$ cat config.mk
export PLATFORM = sky130hd
export DESIGN_NAME = fetch_queue_unit
export DESIGN_NICKNAME = d
export VERILOG_FILES = /design/src/rtl/fetch_pkg.sv /design/src/rtl/fetch_fifo.sv /design/src/rtl/fetch_queue_unit.sv
export SDC_FILE = /design/constraint.sdc
export NUM_CORES = 1
export LEC_CHECK = 0
export ABC_AREA = 0
export BUFFER_PORTS_ARGS = -buffer_cell sky130_fd_sc_hd__buf_2
export CAP_MARGIN = 40
export CORE_MARGIN = 10
export CORE_UTILIZATION = 35
export CTS_BUF_LIST = sky130_fd_sc_hd__clkbuf_4 sky130_fd_sc_hd__clkbuf_8
export CTS_CLUSTER_DIAMETER = 30
export DETAILED_ROUTE_END_ITERATION = 7
export HOLD_SLACK_MARGIN = 0.05
export SLEW_MARGIN = 20
export SYNTH_ARGS = -nofsm -noshare
export SYNTH_HDL_FRONTEND = slang
export SYNTH_SLANG_ARGS = --single-unit
$ cat constraint.sdc
create_clock -name clk -period 3.45 [get_ports clk]
set_input_delay 0.69 -clock clk [delete_from_list [all_inputs] [get_ports clk]]
set_output_delay 0.69 -clock clk [all_outputs]
set_load 0.01 [all_outputs]
$ cat src/rtl/fetch_pkg.sv
// Shared constants and queue-entry type for the instruction fetch queue unit.
package fetch_pkg;

  localparam int unsigned DEF_ADDR_W   = 32;
  localparam int unsigned DEF_DATA_W   = 32;
  localparam int unsigned DEF_DEPTH    = 4;
  localparam logic [63:0] DEF_RESET_PC = 64'h0;
  localparam int unsigned DEF_PC_INC   = 4;

  // Queue entry at default widths: PC in the upper field, instruction word below.
  typedef struct packed {
    logic [DEF_ADDR_W-1:0] pc;
    logic [DEF_DATA_W-1:0] instr;
  } fetch_entry_t;

endpackage

$ cat src/rtl/fetch_fifo.sv
// Power-of-two circular FIFO with simultaneous push/pop and a synchronous flush.
module fetch_fifo
  import fetch_pkg::*;
#(
  parameter int unsigned DEPTH = DEF_DEPTH,
  parameter int unsigned WIDTH = DEF_ADDR_W + DEF_DATA_W
) (
  input  logic                     clk,
  input  logic                     rst_n,
  input  logic                     push,
  input  logic                     pop,
  input  logic                     flush,
  input  logic [WIDTH-1:0]         wdata,
  output logic [WIDTH-1:0]         rdata,
  output logic [$clog2(DEPTH):0]   count
);

  localparam int unsigned PtrW = $clog2(DEPTH);

  logic [WIDTH-1:0] mem_q [DEPTH];
  logic [PtrW-1:0]  wr_ptr_q, wr_ptr_d;
  logic [PtrW-1:0]  rd_ptr_q, rd_ptr_d;
  logic [PtrW:0]    count_q, count_d;
  logic             full, empty, do_push, do_pop;

  assign full    = (count_q == (PtrW + 1)'(DEPTH));
  assign empty   = (count_q == '0);
  // A full queue still accepts a push when the head leaves in the same cycle.
  assign do_push = push && (!full || pop);
  assign do_pop  = pop && !empty;

  always_comb begin
    wr_ptr_d = wr_ptr_q;
    rd_ptr_d = rd_ptr_q;
    count_d  = count_q;
    if (flush) begin
      wr_ptr_d = '0;
      rd_ptr_d = '0;
      count_d  = '0;
    end else begin
      if (do_push) wr_ptr_d = wr_ptr_q + 1'b1;
      if (do_pop)  rd_ptr_d = rd_ptr_q + 1'b1;
      if (do_push && !do_pop)      count_d = count_q + 1'b1;
      else if (do_pop && !do_push) count_d = count_q - 1'b1;
    end
  end

  always_ff @(posedge clk or negedge rst_n) begin
    if (!rst_n) begin
      wr_ptr_q <= '0;
      rd_ptr_q <= '0;
      count_q  <= '0;
      for (int i = 0; i < int'(DEPTH); i++) mem_q[i] <= '0;
    end else begin
      wr_ptr_q <= wr_ptr_d;
      rd_ptr_q <= rd_ptr_d;
      count_q  <= count_d;
      if (do_push && !flush) mem_q[wr_ptr_q] <= wdata;
    end
  end

  assign rdata = mem_q[rd_ptr_q];
  assign count = count_q;

endmodule

$ cat src/rtl/fetch_queue_unit.sv
// Instruction fetch front end: PC sequencing, one-deep request tracking and a
// decoupling queue toward decode, with redirect-driven flush.
module fetch_queue_unit
  import fetch_pkg::*;
#(
  parameter int unsigned      ADDR_W   = DEF_ADDR_W,
  parameter int unsigned      DATA_W   = DEF_DATA_W,
  parameter int unsigned      DEPTH    = DEF_DEPTH,
  parameter logic [ADDR_W-1:0] RESET_PC = ADDR_W'(DEF_RESET_PC),
  parameter int unsigned      PC_INC   = DEF_PC_INC
) (
  input  logic                   clk,
  input  logic                   rst_n,
  output logic                   imem_req,
  output logic [ADDR_W-1:0]      imem_addr,
  input  logic [DATA_W-1:0]      imem_data,
  input  logic                   redirect,
  input  logic [ADDR_W-1:0]      redirect_pc,
  output logic                   instr_valid,
  input  logic                   instr_ready,
  output logic [DATA_W-1:0]      instruction,
  output logic [ADDR_W-1:0]      instr_pc,
  output logic [$clog2(DEPTH):0] occupancy
);

  localparam int unsigned CntW   = $clog2(DEPTH) + 1;
  localparam int unsigned EntryW = ADDR_W + DATA_W;

  logic [ADDR_W-1:0] pc_q, pc_d;
  logic              inflight_q, inflight_d;
  logic [ADDR_W-1:0] inflight_pc_q, inflight_pc_d;
  logic [CntW:0]     pending;
  logic              push, pop;
  logic [EntryW-1:0] head;

  // Queue plus outstanding request must never exceed DEPTH.
  assign pending   = {1'b0, occupancy} + {{CntW{1'b0}}, inflight_q};
  assign imem_req  = rst_n && !redirect && (pending < (CntW + 1)'(DEPTH));
  assign imem_addr = pc_q;

  // A response landing during a redirect cycle is stale; in-flight is also
  // cleared by the redirect so the following cycle's response is dropped too.
  assign push        = inflight_q && !redirect;
  assign instr_valid = (occupancy != '0);
  assign pop         = instr_valid && instr_ready;

  always_comb begin
    pc_d          = pc_q;
    inflight_d    = imem_req;
    inflight_pc_d = inflight_pc_q;
    if (redirect) begin
      pc_d = redirect_pc & ~ADDR_W'(PC_INC - 1);
    end else if (imem_req) begin
      pc_d          = pc_q + ADDR_W'(PC_INC);
      inflight_pc_d = pc_q;
    end
  end

  always_ff @(posedge clk or negedge rst_n) begin
    if (!rst_n) begin
      pc_q          <= RESET_PC;
      inflight_q    <= 1'b0;
      inflight_pc_q <= '0;
    end else begin
      pc_q          <= pc_d;
      inflight_q    <= inflight_d;
      inflight_pc_q <= inflight_pc_d;
    end
  end

  fetch_fifo #(
    .DEPTH (DEPTH),
    .WIDTH (EntryW)
  ) u_fifo (
    .clk   (clk),
    .rst_n (rst_n),
    .push  (push),
    .pop   (pop),
    .flush (redirect),
    .wdata ({inflight_pc_q, imem_data}),
    .rdata (head),
    .count (occupancy)
  );

  assign instr_pc    = head[EntryW-1:DATA_W];
  assign instruction = head[DATA_W-1:0];

endmodule

# Word-level counts from Yosys, hierarchy flattened

Cells that the tools add are included.
Widths: inputs -> output; s select.

Bits in registers: 328
Input bits: 68
Output and inout bits: 101
Logic and storage cells: 62

$add $sub $neg: 6
Order comparisons: 4
Equal/unequal tests: 1
Muxes and demuxes: 15
Bitwise operators: 3
Reductions and logical operators: 23

Operator list:

| kind                  | count |
|---|---|
| $bwmux 256            | 1 |
| $mux 64               | 3 |
| $bmux 64 s2           | 1 |
| $demux 64 s2          | 1 |
| $mux 32               | 2 |
| $add 32x3->32 const B | 1 |
| $logic_and 1x1->1     | 10 |
| $mux 3                | 3 |
| $mux 2                | 4 |
| $ge 3x3->1 const B    | 2 |
| $not 2->3             | 2 |
| $reduce_bool 2->1     | 3 |
| $reduce_bool 3->1     | 2 |
| $logic_not 1->1       | 5 |
| $add 2x1->2 const B   | 2 |
| $add 3x1->4           | 1 |
| $lt 4x3->1 const B    | 1 |
| $add 3x1->3 const B   | 1 |
| $eq 3x3->1 const B    | 1 |
| $logic_not 3->1       | 1 |
| $lt 3x1->1 const B    | 1 |
| $sub 3x1->3 const B   | 1 |
| $reduce_and 2->1      | 1 |
| $logic_or 1x1->1      | 1 |
| $not 1->1             | 1 |

# Longest topological paths before layout

Gate-level depths: netlist (run 1).

Word-level depth: 9
Gate-level depth with buffers: 8
Depth with buffers taken out: 6

# By module

A second synthesis (run 1) with hierarchy kept.

Cells, all modules: 1,018
Area total of the unflattened synthesis: 14,929.3 sq um

Modules (own cells, without submodules):

| module           | times used | cells an instance | area each (sq um) | sequential area each (sq um) |
|---|---|---|---|---|
| fetch_fifo       | 1          | 674               | 11,946.5          | 6,581.3 |
| fetch_queue_unit | 1          | 344               | 2,982.9           | 1,526.5 |

# Worst setup path before layout (run 1)

OpenSTA, ideal clock, no wires.

Kind: in2out
From: in redirect
To: out imem_req
Arrival: 1.721 ns
Setup slack: 1.039 ns
Cell stages on the path: 6
Buffers on the path: 3
Cell sequence: buf_2 > nor2_1 > nand3_1 > clkinv_1 > buf_2 > buf_1

Word-level cells in the longest chain between the ends: 3

Ends and longest elaborated chain:

| what                            | RTL line               | text |
|---|---|---|
| from (decl)                     | fetch_queue_unit.sv:17 | `input logic redirect,` |
| $logic_not 1->1                 | fetch_queue_unit.sv:38 | `assign imem_req = rst_n && !redirect && (pending < (CntW + 1)'(DEPTH));` |
| $logic_and 1x1->1 (2 in series) | fetch_queue_unit.sv:38 |  |
| to (decl)                       | fetch_queue_unit.sv:14 | `output logic imem_req,` |

Every way passes these cells.

# Final worst setup path (run 1)

From: reg u_fifo.rd_ptr_q[1]
To: out instruction[7]

Word-level cells in the longest chain between the ends: 4

Ends and longest elaborated chain:

| what                                        | RTL line               | text |
|---|---|---|
| from (decl)                                 | fetch_fifo.sv:22       | `logic [PtrW-1:0] rd_ptr_q, rd_ptr_d;` |
| from (signal assigned)                      | fetch_fifo.sv:56       | `rd_ptr_q <= rd_ptr_d;` |
| $not 2->3 (not written as such)             | fetch_fifo.sv:62       | `assign rdata = mem_q[rd_ptr_q];` |
| $bmux 64 s2                                 | fetch_fifo.sv:62       |  |
| $mux 64 (not written as such) (2 in series) | fetch_fifo.sv:62       |  |
| to (decl)                                   | fetch_queue_unit.sv:21 | `output logic [DATA_W-1:0] instruction,` |

Every way passes these cells. The select of a mux whose other input is x is not followed.

==> impl_metrics.ini, run 1 <==
[global_route]
first_global_vias = 9701
grt_pass1_wl_mm = 55.1
grt_util_met2_pct = 22.4
grt_usage_pct = 14.5
grt_util_met1_pct = 18.7
grt_max_degree = 169
grt_overflow_total = 0
antenna_found_initial = 1
global_route.peak_usage_layer = met2
use_met3_pct = 4.81

[yosys]
synth_top_area_cell = dfrtp_1
netlist_instances = 989
yosysSeqAreaShare_pct = 56.2
ys_dominant_reg_cell = dfrtp_1
synth_edf_count = 0
synth_common_cells = dfrtp_1, mux2_2, nand2_1
yosysTopAreaCellShare_pct = 56.2
synth_most_common_cell = dfrtp_1
post_synth_num_cell_types = 54
synth_area_um2 = 14100
synth-seq-cells = 316
yosys_warnings = 0
async_flop_share_pct = 100
synth_area_leaders = dfrtp_1, mux2_2, mux4_2
synth.avg_cell_area_um2 = 14.2

[sta]
slew_viol_final = 0
fin_crit_ns = 3.03
skew_ns = 0.0218
clock.fmax_mhz = 330
worst_pin_slew_ns = 0.977
period_share_pct = 87.8
hold_viol = 0
setup_viol = 0
maxSlewHeadroom_pct = 34.9
holdWs_ns = 0.284
rsz0062_at_grt = false
setup_tns_ns = 0

[worst_setup_path]
r2r_cells = 6
critPathCaptureType = output pin
start_kind = register
crit_type = reg -> out
cpMaxStageDelayCell = dfrtp_4
r2r_slack_ns = 0.92
critPathMaxStageDelay_ns = 0.84
timing.rr.start = imem_addr[3]
worstPathRequired_ns = 2.76
reg2reg_to = imem_addr[20]
cp.arrival_ns = 2.34
crit_fanout = 37
crit_chain = buf_4 -> mux4_2 -> buf_2

[routing]
drc = 0
dr.pass1.iters = 5
vias = 9067
ant_nets = 0
drt_iter0_drc = 585
wirelength_mm = 34.9
wl_per_cell_um = 19.4
viasPerCell = 5.06

[layout]
n_antenna_cell = 0
syn_to_final_growth_pct = 25.2
fillers = 3696
drive_gt1_share_pct = 50.7
fin_cells = 1793
layout.nets = 1279
fin_util_pct = 44.4

[flow_run]
maxCapViolations = 0

[cts]
clk_pin_slew_worst_paths_ns = 0.05
cts_setup_buffers = 0
cts.sinks = 316
insertion_delay_ns = 0.63
cts_buffer_depth = 3
tritoncts = done
cts_buffers = 86
cts_htree_levels = 3
cts_root_buf = clkbuf_8

[die]
core-area_um2 = 39700
die_y_um = 221
row_count = 73
die_x_um = 221
num_io_pins = 169
start_util_pct = 35.4
dieArea_um2 = 48700

[power_and_ir_drop]
ir_worst_vdd_mv = 0.522
leakage_nw = 8.40
p_per_area_nw_per_um2 = 850

[hold_path]
holdCritStartpoint = redirect_pc[19]
worst_hold_path.num_cells = 3
min_to = imem_addr[19]
min_path_type = in -> reg

[place]
hpwl_mm = 22.1
port_buffers = 162
place_congestion = 0.768
place_inst = 1640

[outcome]
status = completed
layout by cell type, fill, tap and decap left out, types with 5 or more instances in the layout:
cell,netlist,routed
inv_1,9,9
nor3_1,5,5
mux2_2,226,226
mux2_1,22,22
clkinvlp_4,0,14
or3_1,5,5
o311ai_0,7,7
mux4_2,62,62
buf_2,33,161
o211ai_1,7,7
nand4_1,12,12
clkbuf_8,0,100
ha_1,5,5
nand3_1,19,18
nand2_1,118,114
dfrtp_1,316,314
buf_4,5,16
buf_12,0,6
nor2b_1,6,6
xor2_1,5,5
clkbuf_4,1,14
clkinv_2,0,9
nor2_1,23,23
a22oi_1,7,7
o21ai_0,22,22
a21oi_1,5,5
bufinv_16,0,13
stage by stage:
stage               instance area, µm²  setup slack, ns  power (W)
floorplan                        14100             1.04    0.00793
global placement                 15600            0.727    0.00935
detailed placement               15600            0.697    0.00948
CTS                              17600            0.316     0.0153
global route                     17600            0.294     0.0159
finish                           17600            0.423     0.0150
metal layers:
| metal | part of all wire [%] | up-vias | wire length, µm |
|---|---|---|---|
| met1 | 44 | 4650 | 15500 |
| met3 | 6.9 | 72 | 2390 |
| met4 | 2.7 | 2 | 942 |
| met2 | 46 | 260 | 16100 |
| li1 | - | 4083 | - |
| met5 | 0.057 | - | 20 |
timing repair:
item	CTS	global route
hold buffers	1	0
setup endpoints to repair	0	0
hold endpoints to repair	16	0
gates resized for setup	0	0
power breakdown:
part	leakage [nW]	switching (W)	internal, W
clock	1.01	0.00190	0.00377
sequential	4.12	0.000809	0.00482
combinational	3.27	0.00165	0.00204
total	8.40	0.00435	0.0106
worst max-delay path by stage:
stage	startpoint	end	cells after the start	slack [ns]
2_1_floorplan	redirect	imem_req	6	1.04
3_3_place_gp	instr_ready	u_fifo.mem_q[0]	6	0.73
3_5_place_dp	instr_ready	u_fifo.mem_q[0]	6	0.70
4_1_cts	u_fifo.rd_ptr_q[1]	instruction[7]	3	0.32
5_1_grt	u_fifo.rd_ptr_q[1]	instruction[10]	3	0.29
6_report	u_fifo.rd_ptr_q[1]	instruction[7]	3	0.42
state kept, by name, summed over array words and instances, names as in the netlist:
name	cells
u_fifo.mem_q	248
inflight_pc_q	30
inflight_q	1
u_fifo.rd_ptr_q	2
imem_addr	30
u_fifo.wr_ptr_q	2
u_fifo.count	3
cell families (layout without fill, tap and decap cells):
group | after synthesis | count (layout) | share of synthesized area (%)
other cells | 1 | 4 | 0.0266
mux | 312 | 312 | 29.9
fa+ha+maj | 6 | 6 | 0.586
simple gates | 212 | 212 | 7.38
buf+inv | 71 | 347 | 2.40
flops | 316 | 316 | 56.2
xor+xnor | 7 | 7 | 0.435
compound gates | 64 | 64 | 3.13
critical path, delay by kind of cell, from the launching register on:
family	cells	cell delay (ns)
flip-flops	1	0.84
buffers and inverters	2	0.52
multiplexers	1	0.35
layout make-up:
class	instances	area (µm²)	area share [%]
Clock inverter	37	552	3.13
Timing Repair Buffer	186	1100	6.23
Clock buffer	114	1480	8.41
Tap cell	525	657	3.73
Sequential cell	316	7920	44.9
Inverter	10	37.5	0.213
Multi-Input combinational cell	605	5880	33.4
(Power assumes the default switching activity.)
==> inputs of run 2 (changes only) <==
--- a/config.mk
+++ b/config.mk
@@ -5,9 +5,8 @@
 export SDC_FILE = /design/constraint.sdc
 export NUM_CORES = 1
 export LEC_CHECK = 0
-export ABC_AREA = 0
+export ABC_AREA = 1
 export BUFFER_PORTS_ARGS = -buffer_cell sky130_fd_sc_hd__buf_2
-export CAP_MARGIN = 40
 export CORE_MARGIN = 10
 export CORE_UTILIZATION = 35
 export CTS_BUF_LIST = sky130_fd_sc_hd__clkbuf_4 sky130_fd_sc_hd__clkbuf_8
==> run 2 against run 1 <==
  * Core utilization shrank 1.7 points
  * Design area increased by 4.2%
  * Critical path type unchanged
  * Critical path depth grew 2
  * Critical endpoint is now instruction[26]
  * Synthesized cell count increased by 93%
  * Via count rose by 52%
  * Worst hold slack got worse by 0.11 ns
==> impl_metrics.ini, run 2 <==
[cts]
cts_buffer_depth = 3
cts_root_buf = clkbuf_8
cts.sinks = 316
insertion_delay_ns = 0.64
cts_setup_buffers = 0
cts_resized = 0
cts_htree_levels = 3
tritoncts = done
clk_pin_slew_worst_paths_ns = 0.05
holdBufCountCts = 0
cts_buffers = 82

[worst_setup_path]
r2r_slack_ns = 1.14
cp.buffers_inverters = 3
crit_type = reg -> out
start_kind = register
critPathMaxStageDelay_ns = 0.50
cp.arrival_ns = 2.51
critPathCaptureType = output pin
cp_top_family = buffers and inverters
timing.rr.start = u_fifo.wr_ptr_q[0]
worstPathRequired_ns = 2.76
reg2reg_to = u_fifo.mem_q[238]
r2r_cells = 7
cpMaxStageDelayCell = dfrtp_2
crit_fanout = 25
crit_chain = inv_2 -> buf_4 -> o21ai_0 -> o22ai_1 -> buf_2

[routing]
wirelength_mm = 47.8
vias = 13800
drt_iter0_drc = 1021
viasPerCell = 5.09
wl_per_cell_um = 17.6
ant_nets = 0
drc = 0
dr.pass1.iters = 6

[yosys]
synth_edf_count = 0
netlist_instances = 1907
synth_top_area_cell = dfrtp_1
synth_area_um2 = 15200
synth_most_common_cell = nand2_1
synth_common_cells = nand2_1, dfrtp_1, o21ai_0
synth_area_leaders = dfrtp_1, nand2_1, o21ai_0
ys_dominant_reg_cell = dfrtp_1
yosysTopAreaCellShare_pct = 52.0
yosys_warnings = 0
synth.avg_cell_area_um2 = 7.98
yosysSeqAreaShare_pct = 52.0
post_synth_num_cell_types = 34
synth-seq-cells = 316
async_flop_share_pct = 100

[die]
dieArea_um2 = 52200
row_count = 76
num_io_pins = 169
die_y_um = 229
core-area_um2 = 43100
die_x_um = 229
start_util_pct = 35.3

[sta]
setup_viol = 0
fin_crit_ns = 3.20
rsz0062_at_grt = false
worst_pin_slew_ns = 0.835
slew_viol_final = 0
maxSlewHeadroom_pct = 44.3
period_share_pct = 92.8
hold_viol = 0
clock.fmax_mhz = 312
setup_tns_ns = 0
skew_ns = 0.0181

[global_route]
grt_overflow_total = 0
antenna_found_initial = 2
grt_max_degree = 135
grt_usage_pct = 17.9
grt_pass1_wl_mm = 75.9
first_global_vias = 13800

[layout]
fillers = 4328
syn_to_final_growth_pct = 20.6
layout.nets = 2131
final_cell_mix = nand2_1, dfrtp_1, o21ai_0
fin_util_pct = 42.6
top_register = u_fifo.mem_q
n_antenna_cell = 0
largest_register_ffs = 248
drive_gt1_share_pct = 16.8
fin_cells = 2707
mostFrequentLayoutCell = nand2_1

[place]
hpwl_mm = 28.8
place_congestion = 0.876
port_buffers = 162
place_inst = 2558

[hold_path]
min_path_type = in -> async

[power_and_ir_drop]
p_per_area_nw_per_um2 = 824
leakage_nw = 8.87
ir_worst_vdd_mv = 0.307
fin_total_pwr_w = 0.0151

[outcome]
status = completed

[flow_run]
maxCapViolations = 0
[run 2: cell types whose count changed in the layout (fill, tap and decap cells not counted), moves of 73 or more]
cell	delta
mux2_2	-226
inv_1	+73
nand2_1	+503
nor2_1	+157
o21ai_0	+237
o21ai_1	+98
[run 2: routing by layer]
| layer | track usage [%] | routed length, µm |
|---|---|---|
| met1 | 23.8 | 21600 |
| met2 | 27.5 | 21500 |
| met3 | 4.89 | 3450 |
| met4 | 6.64 | 1180 |
| met5 | 0 | 23 |
[run 2: worst reg2reg max path, cell delays in order (launching register included)]
cell and delay [ns]:
dfrtp_1 0.42, inv_1 0.10, ha_1 0.15, clkinv_1 0.60, nor2_4 0.35, buf_12 0.34, nand2_1 0.13, o21a_1 0.11
[run 2: where the power goes]
group	total [W]	internal (W)	switching, W
Combinational	0.00416	0.00149	0.00266
Sequential	0.00562	0.00487	0.000748
Clock	0.00535	0.00341	0.00194
[run 2: metrics by stage]
stage	hold WS, ns	instance area [µm²]	worst slack (ns)
floorplan	0.394	15200	1.38
global placement	0.456	16500	0.907
detailed placement	0.463	16500	0.870
CTS	0.219	18400	0.192
global route	0.207	18400	0.0735
finish	0.171	18400	0.247
[run 2: cells by family after synthesis]
family | count (synthesis) | share of synthesized area (%)
adders and majority gates | 6 | 0.543
AOI/OAI and AO/OA | 510 | 18.6
buffers and inverters | 217 | 6.59
xor gates and xnor gates | 7 | 0.403
other | 1 | 0.0246
and+or+nand+nor | 850 | 21.8
DFF | 316 | 52.0
[run 2: cell type report]
class / instances / area (µm²) / share of cell area (%)
well taps: 585 / 732 / 3.99
flip-flops and latches: 316 / 7910 / 43.1
clock inverters: 45 / 510 / 2.78
clock buffers: 104 / 1390 / 7.56
multi-input cells: 1377 / 6330 / 34.5
inverters: 90 / 339 / 1.85
repair buffers: 190 / 1140 / 6.23
[run 2: worst max path at each step]
stage / depth (start not counted) / slack, ns / startpoint / endpoint
finish: 5 / 0.25 / u_fifo.rd_ptr_q[1] / instruction[26]
global route: 5 / 0.07 / u_fifo.rd_ptr_q[1] / instruction[26]
CTS: 5 / 0.19 / u_fifo.rd_ptr_q[1] / instruction[26]
detailed placement: 7 / 0.87 / redirect / u_fifo.mem_q[93]
global placement: 5 / 0.91 / u_fifo.rd_ptr_q[1] / instruction[26]
floorplan: 5 / 1.38 / redirect / imem_req
